`config.mk`:
```
export PLATFORM = sky130hd
export DESIGN_NAME = mux_sel_arbiter_flat
export DESIGN_NICKNAME = d
export VERILOG_FILES = /design/src/rtl/mux_sel_arbiter_pkg.sv /design/src/rtl/mux_sel_arbiter_if.sv /design/src/rtl/mux_sel_arbiter_pick.sv /design/src/rtl/mux_sel_arbiter.sv /design/src/flat_wrapper.sv
export SDC_FILE = /design/constraint.sdc
export NUM_CORES = 1
export LEC_CHECK = 0
export ABC_AREA = 1
export CORE_UTILIZATION = 48
export CTS_CLUSTER_SIZE = 20
export DETAILED_ROUTE_END_ITERATION = 10
export PLACE_DENSITY_LB_ADDON = 0.3
export SYNTH_ARGS = -nofsm -noshare
export SYNTH_HDL_FRONTEND = slang
export SYNTH_HIERARCHICAL = 1
export SYNTH_SLANG_ARGS = --single-unit
export TNS_END_PERCENT = 10
```
`constraint.sdc`:
```
create_clock -name clk -period 1.75 [get_ports clk]
set_clock_uncertainty 0.1 [all_clocks]
set_input_delay 0.35 -clock clk [delete_from_list [all_inputs] [get_ports clk]]
set_output_delay 0.35 -clock clk [all_outputs]
set_load 0.05 [all_outputs]
```
`src/rtl/mux_sel_arbiter_pkg.sv`:
```
// Shared types and the round-robin pick function for the channel-select arbiter.
// Combinational helpers only: no latency and no flow control of their own.
package mux_pkg;

  localparam int NUM_CH = 4;
  localparam int SEL_W  = 2;

  typedef enum logic {
    IDLE = 1'b0,
    HOLD = 1'b1
  } state_t;

  // Returns {found, index}: first set request bit, searching upward from ptr and wrapping.
  function automatic logic [SEL_W:0] rr_pick(input logic [NUM_CH-1:0] req,
                                             input logic [SEL_W-1:0]  ptr);
    logic             found;
    logic [SEL_W-1:0] idx;
    logic [SEL_W-1:0] cand;
    found = 1'b0;
    idx   = ptr;
    for (int i = 0; i < NUM_CH; i++) begin
      cand = ptr + SEL_W'(i);
      if (!found && req[cand]) begin
        found = 1'b1;
        idx   = cand;
      end
    end
    return {found, idx};
  endfunction

endpackage

```
`src/rtl/mux_sel_arbiter_if.sv`:
```
// Request/grant bundle between the requesters and the channel-select arbiter.
// Wiring only: no latency; requesters hold req until done or withdrawal.
interface mux_sel_arbiter_if;
  import mux_pkg::*;

  logic [NUM_CH-1:0] req;
  logic              done;
  logic [SEL_W-1:0]  sel;
  logic [NUM_CH-1:0] grant;
  logic              busy;
  logic              timeout;

  modport master (
    output req,
    output done,
    input  sel,
    input  grant,
    input  busy,
    input  timeout
  );

  modport slave (
    input  req,
    input  done,
    output sel,
    output grant,
    output busy,
    output timeout
  );

endinterface

```
`src/rtl/mux_sel_arbiter_pick.sv`:
```
// Rotate-then-priority-encode: first requester at or after ptr, wrapping.
// Purely combinational, zero latency, no backpressure.
module rr_priority_pick
  import mux_pkg::*;
(
  input  logic [NUM_CH-1:0] req,
  input  logic [SEL_W-1:0]  ptr,
  output logic              found,
  output logic [SEL_W-1:0]  index
);

  logic [SEL_W:0] pick;

  assign pick  = rr_pick(req, ptr);
  assign found = pick[SEL_W];
  assign index = pick[SEL_W-1:0];

endmodule

```
`src/rtl/mux_sel_arbiter.sv`:
```
// Round-robin 4-channel arbiter driving the downstream mux select; grant 1 cycle after req.
// Owner holds until done, withdrawal or timeout; other requesters wait, one idle cycle between grants.
module mux_sel_arbiter
  import mux_pkg::*;
#(
  parameter int TIMEOUT = 16
) (
  input  logic               clk,
  input  logic               rst_n,
  mux_sel_arbiter_if.slave   bus
);

  localparam int CNT_W = (TIMEOUT < 1) ? 1 : $clog2(TIMEOUT + 1);
  localparam logic [CNT_W-1:0] CNT_LAST = CNT_W'((TIMEOUT > 0) ? TIMEOUT - 1 : 0);

  state_t            state;
  logic [SEL_W-1:0]  sel_q;
  logic [NUM_CH-1:0] grant_q;
  logic              busy_q;
  logic              timeout_q;
  logic [SEL_W-1:0]  ptr;
  logic [CNT_W-1:0]  cnt;

  logic              pick_found;
  logic [SEL_W-1:0]  pick_idx;

  logic              owner_req;
  logic              to_hit;
  logic              rel;
  logic              to_only;

  rr_priority_pick u_pick (
    .req   (bus.req),
    .ptr   (ptr),
    .found (pick_found),
    .index (pick_idx)
  );

  assign owner_req = bus.req[sel_q];
  assign to_hit    = (TIMEOUT != 0) && (cnt == CNT_LAST);
  assign rel       = bus.done || !owner_req || to_hit;
  // Pulse only when the counter alone forced the release.
  assign to_only   = to_hit && !bus.done && owner_req;

  always_ff @(posedge clk or negedge rst_n) begin
    if (!rst_n) begin
      state     <= IDLE;
      sel_q     <= '0;
      grant_q   <= '0;
      busy_q    <= 1'b0;
      timeout_q <= 1'b0;
      ptr       <= '0;
      cnt       <= '0;
    end else begin
      timeout_q <= 1'b0;
      case (state)
        IDLE: begin
          if (pick_found) begin
            sel_q   <= pick_idx;
            grant_q <= NUM_CH'(1) << pick_idx;
            busy_q  <= 1'b1;
            cnt     <= '0;
            state   <= HOLD;
          end
        end
        HOLD: begin
          if (cnt != {CNT_W{1'b1}}) begin
            cnt <= cnt + 1'b1;
          end
          // sel is left alone on release so the mux input never glitches.
          if (rel) begin
            grant_q   <= '0;
            busy_q    <= 1'b0;
            ptr       <= sel_q + 1'b1;
            timeout_q <= to_only;
            state     <= IDLE;
          end
        end
        default: state <= IDLE;
      endcase
    end
  end

  assign bus.sel     = sel_q;
  assign bus.grant   = grant_q;
  assign bus.busy    = busy_q;
  assign bus.timeout = timeout_q;

endmodule
```
`src/flat_wrapper.sv`:
```
// flat-port wrapper written by rule: the top's interface ports become plain ports
module mux_sel_arbiter_flat import mux_pkg::*;
#(
  parameter int TIMEOUT = 16
)
  (clk, rst_n, bus_req, bus_done, bus_sel, bus_grant, bus_busy, bus_timeout);
  mux_sel_arbiter_if bus_i ();
  input  logic clk;
  input  logic rst_n;
  input wire logic [$bits(bus_i.req)-1:0] bus_req;
  input wire logic [$bits(bus_i.done)-1:0] bus_done;
  output wire logic [$bits(bus_i.sel)-1:0] bus_sel;
  output wire logic [$bits(bus_i.grant)-1:0] bus_grant;
  output wire logic [$bits(bus_i.busy)-1:0] bus_busy;
  output wire logic [$bits(bus_i.timeout)-1:0] bus_timeout;
  assign bus_i.req = bus_req;
  assign bus_i.done = bus_done;
  assign bus_sel = bus_i.sel;
  assign bus_grant = bus_i.grant;
  assign bus_busy = bus_i.busy;
  assign bus_timeout = bus_i.timeout;
  mux_sel_arbiter #(.TIMEOUT(TIMEOUT)) u_core (.clk(clk), .rst_n(rst_n), .bus(bus_i));
endmodule
```
# Word-level counts from Yosys, hierarchy flattened
# Cells that the tools add are included.
word_totals:
  regBits: 16
  output_inout_bits: 8
  input_bits: 7
  wordCells: 71
op_classes:
  mux: 31
  bitwise_logic: 1
  n_shift: 1
  reduce_logical: 16
  n_lt_le_gt_ge: 5
  n_addsub: 5
  n_eq_ne: 5
ops:
  columns: ["cell", "count"]
  rows:
  - ["2-bit by 3-bit < comparator with 1-bit output (second input constant)", 5]
  - ["1-bit 2-to-1 mux", 15]
  - ["1-bit binary-select mux with 2-bit select", 5]
  - ["5-bit 2-to-1 mux", 2]
  - ["5-bit case mux with 2 select lines", 1]
  - ["4-bit 2-to-1 mux", 2]
  - ["4-bit case mux with 2 select lines", 1]
  - ["2-bit AND reduction", 4]
  - ["2-bit 2-to-1 mux", 3]
  - ["5-bit by 1-bit adder with 5-bit output (second input constant)", 1]
  - ["5-bit by 4-bit == test with 1-bit output (second input constant)", 1]
  - ["1-bit logical AND", 5]
  - ["1-bit zero test", 5]
  - ["5-bit inequality test (second input constant)", 1]
  - ["2-bit by 1-bit adder with 2-bit output (second input constant)", 2]
  - ["2-bit adder (second input constant)", 2]
  - ["2-bit inequality test (second input constant)", 2]
  - ["1-bit case mux with 2 select lines", 2]
  - ["1-bit by 2-bit << shifter with 4-bit output (first input constant)", 1]
  - ["1-bit logical OR", 2]
  - ["2-bit by 1-bit inequality test with 1-bit output (second input constant)", 1]
  - ["1-bit inverter", 1]

# Depth between registers and ports, before layout
logic_depth:
  word_depth: 15
  mapped_depth: 14

# Hierarchy
# Netlist, hierarchy kept.
modules_own_cells:
  columns: ["mod", "n_inst", "area_each_um2", "cells_each"]
  rows:
  - ["mux_sel_arbiter", 1, 758.2, 89]
  - ["rr_priority_pick", 1, 282.8, 63]

# Worst setup path after synthesis
# OpenSTA, ideal clock, no wires.
synth_path:
  path_type: "reg2reg"
  startpoint: "register u_core.ptr[0]"
  endpoint: "register u_core.grant_q[0] (netlist: u_core/bus.grant[0])"
  synth_period_minus_slack_ns: 1.753
  path_stages_with_launch: 12
  path_slack_ns: -0.003
  required_ns: 1.584
  arrival_ns: 1.587
  setup_time_ns: 0.066
  cell_sequence: "dfrtp_1 -> buf_4 -> nand2_1 -> nand2_2 -> nand2_2 -> nand2_2 -> a21oi_2 -> nand3b_1 -> nand2_1 -> buf_2 -> nand3_1 -> nand2_1"
synth_rtl:
  columns: ["element", "line_no", "rtl"]
  rows:
  - ["start, declared", "mux_sel_arbiter.sv:21", "logic [SEL_W-1:0] ptr;"]
  - ["start signal, assigned", "mux_sel_arbiter.sv:74", "ptr <= sel_q + 1'b1;"]
  - ["branches (longest 11 deep; another with 2-bit by 1-bit adder with 2-bit output)", null, null]
  - ["1-bit 2-to-1 mux *", "mux_sel_arbiter_pkg.sv:23", "if (!found && req[cand]) begin"]
  - ["net u_core.pick_found", "mux_sel_arbiter.sv:24", "logic pick_found;"]
  - ["2-bit by 1-bit inequality test with 1-bit output (no source line) *", null, null]
  - ["2-bit AND reduction (no source line) *", null, null]
  - ["end signal, assigned", "mux_sel_arbiter.sv:60", "grant_q <= NUM_CH'(1) << pick_idx;"]
  - ["end, declared", "mux_sel_arbiter.sv:18", "logic [NUM_CH-1:0] grant_q;"]
# Mark *: on every way through the listed nets, which the timed path passes. The select of a mux whose other input is x is not followed.
# A chain may end at the register's enable or synchronous reset.

# Worst setup path in the final report
layout_path:
  startpoint: "register u_core.ptr[0]"
  endpoint: "register u_core.grant_q[0] (netlist: u_core/bus.grant[0])"
layout_via:
  elab_chain_len: 15
layout_lines:
  columns: ["element", "line_no", "rtl"]
  rows:
  - ["branches (longest 11 deep; another with 2-bit by 1-bit adder with 2-bit output)", null, null]
  - ["2-bit 2-to-1 mux *", "mux_sel_arbiter_pkg.sv:23", null]
  - ["net u_core.pick_idx[0]", "mux_sel_arbiter.sv:25", "logic [SEL_W-1:0] pick_idx;"]
  - ["1-bit by 2-bit << shifter with 4-bit output *", "mux_sel_arbiter.sv:60", null]
  - ["4-bit 2-to-1 mux *", "mux_sel_arbiter.sv:58", "if (pick_found) begin"]
  - ["4-bit case mux with 2 select lines *", "mux_sel_arbiter.sv:56", "case (state)"]
# Marks and branches as above.

==> results.yml <==
pwr:
  p_per_area_nw_per_um2: 2140
  max-vdd-ir-drop_v: 0.00139
  p_leak_uw: 0.000780
  p_total_uw: 3170
floorplan:
  pin_count: 15
  die_h_um: 48.6
  core.rowCount: 16
  start_util_pct: 52.0
  die_width_um: 48.6
  core-area_um2: 2000
  die_area_um2: 2360
clocking:
  cts_tree: "done"
  clockBufferDepth: 2
  path_clk_slew_ns: 0.09
  cts_root_buffer: "clkbuf_4"
  hold_buffers: 0
  htreeDepth: 1
  cts_made_buffers: 3
  clkLatencyLatePin_ns: 0.29
  cts_sinks: 16
logic_synthesis:
  netlist.area_leader.share_pct: 38.5
  netlist_instances: 152
  yosys_register_bits: 16
  ys_top_cells_by_count: "nand2_1 (61), inv_1 (18), dfrtp_1 (16)"
  synth_edf_count: 0
  synth.net_count: 162
  ys_dominant_reg_cell: "dfrtp_1"
  async_reset_ff_share_pct: 100
  synth.distinct_cells: 22
  syn-cell-area_um2: 1040
  synth_area_leaders: "dfrtp_1 (38%), nand2_1 (22%), nand3_1 (7.2%)"
  avgSynthCellArea_um2: 6.85
  synth_top_cell_by_area: "dfrtp_1"
  yosysSeqAreaShare_pct: 38.5
  yosysMostFrequentCell: "nand2_1"
  ys_warn_count: 6
grt:
  grt_pass1_wl_um: 4310
  grtUsageTotal_pct: 23.9
  gr-total-overflow: 0
  grt_pass1_vias: 1080
  antenna_found_initial: 0
  grt_max_degree: 17
place:
  place_congestion: 0.967
  dp_slack_ns: -0.390
  port_buffers: 14
  hpwl_um: 1790
setup_path:
  end_kind: "flip-flop"
  cp_slowest_stage_delay_ns: 0.48
  critPathSlowestCell: "dfrtp_2"
  cp_cell_sequence: "buf_6 > nand2_2 > nand2_2 > nand2_2 > nand2_4 > a21oi_4 > nand3_2 > o21ai_4 > inv_2 > nand4_1 > nand2_1"
  cp_common_cell: "nand2_2"
  crit_path_start_kind: "flip-flop"
  cp.arrival_ns: 1.94
  worst-endpoint-required_ns: 1.83
  path_class: "reg -> reg"
  crit_path_max_fanout: 7
route:
  wl_per_cell_um: 13.1
  viasPerCell: 5.34
  wirelength_um: 2750
  ant_nets: 0
  drc: 0
  drt_pass1_iterations: 6
  drtIter0Drc: 36
  via_count: 1121
timing:
  holdWs_ns: 0.271
  rsz0062_at_grt: "yes"
  fin_crit_ns: 1.86
  drv_slew: 0
  period_share_pct: 106
  report.final.hold_viol_count: 0
  worst_slew_pin_slew_ns: 0.326
  final.setup.worst_slack_ns: -0.106
  fmax_mhz: 539
  slew_headroom_pct: 78.2
  setup_violations: 13
hold_path:
  hp-class: "in -> async"
layout:
  num_antenna_cells: 0
  fin_util_pct: 73.9
  area_growth_pct: 42.2
  multiInputGateArea_um2: 639
  regArea_um2: 403
  fin_nets: 194
  nFillCells: 157
  layout-drive-gt1-share_pct: 35.0
outcome:
  status: "finished, violations left"
  violations: "negative setup slack"
flow_run:
  maxCapViolations: 0
cell type report:
type                            instances  share of cell area, %
Clock buffer                            4                   2.45
Inverter                               22                   6.00
Multi-Input combinational cell        112                   43.2
Sequential cell                        16                   27.2
Tap cell                               27                   2.28
Timing Repair Buffer                   28                   18.5
Timing Repair inverter                  1                  0.338
power breakdown:
part | switching, µW | total, µW | internal [µW]
Combinational | 1360 | 2240 | 883
Clock | 114 | 241 | 127
Sequential | 173 | 691 | 518
critical path, delay by kind of cell (launching register included):
kind | cells | cell delay (ns)
AOI/OAI and AO/OA | 2 | 0.34
buffers and inverters | 2 | 0.22
and+or+nand+nor | 7 | 0.59
DFF | 1 | 0.48
timing repair:
item,in CTS,in global routing
pin swaps,14,14
setup buffers,3,0
cloned,0,1
gates resized for setup,18,15
endpoints found under the setup margin,13,14
sequential cells by signal, indices dropped and copies added (netlist names):
| signal | cells |
|---|---|
| u_core/bus.sel | 2 |
| u_core/state | 1 |
| u_core/bus.grant | 4 |
| u_core/bus.busy | 1 |
| u_core/cnt | 5 |
| u_core/ptr | 2 |
| u_core/bus.timeout | 1 |
through the flow:
stage	TNS [ns]	std cells	cell area (µm²)
floorplan	0	152	1040
global placement	-3.28	202	1290
detailed placement	-4.34	202	1290
CTS	-0.0271	209	1430
global route	-2.16	210	1480
finish	-0.803	210	1480
cell families (layout without fill, tap and decap cells):
group           Yosys count  in the layout  share of synthesized area [%]
xor+xnor                  2              2                           1.68
simple gates             95             95                           40.7
buf+inv                  24             55                           9.25
compound gates           12             12                           6.25
fa+ha+maj                 3              3                           3.61
flops                    16             16                           38.5
path summary, 6_finish.rpt:
kind                                             start                         endpoint  slack, ns  cells past startpoint
setup reg to reg             u_core/ptr[0]$_DFFE_PN0P_  u_core/bus.grant[0]$_DFFE_PN0P_      -0.11                     11
hold reg to reg            u_core/bus.busy$_DFFE_PN0P_      u_core/bus.busy$_DFFE_PN0P_       0.41                      2
setup / recovery             u_core/ptr[0]$_DFFE_PN0P_  u_core/bus.grant[0]$_DFFE_PN0P_      -0.11                     11
hold / removal                                   rst_n           u_core/state$_DFF_PN0_       0.27                      2
min in group clk           u_core/bus.busy$_DFFE_PN0P_      u_core/bus.busy$_DFFE_PN0P_       0.41                      2
max in group asynchronous                        rst_n        u_core/ptr[0]$_DFFE_PN0P_       1.08                      2
metal layers:
metal | track usage [%] | share of wire, %
met5 | 0 | 0
met4 | 6.86 | 1.5
met3 | 6.60 | 7.1
met2 | 42.3 | 49
met1 | 28.4 | 42
cell usage in the layout, fill, tap and decap left out, types with 4 or more instances in the layout:
cell type / netlist / final
o21ai_0: 6 / 5
inv_1: 18 / 16
inv_2: 3 / 4
nand2_1: 61 / 52
dfrtp_1: 16 / 14
nand4_1: 6 / 6
clkdlybuf4s50_1: 0 / 6
buf_4: 1 / 16
nand2_2: 5 / 12
nand3_1: 15 / 9
nand3_2: 2 / 8
Note: power is estimated with default switching activity, not from simulation.
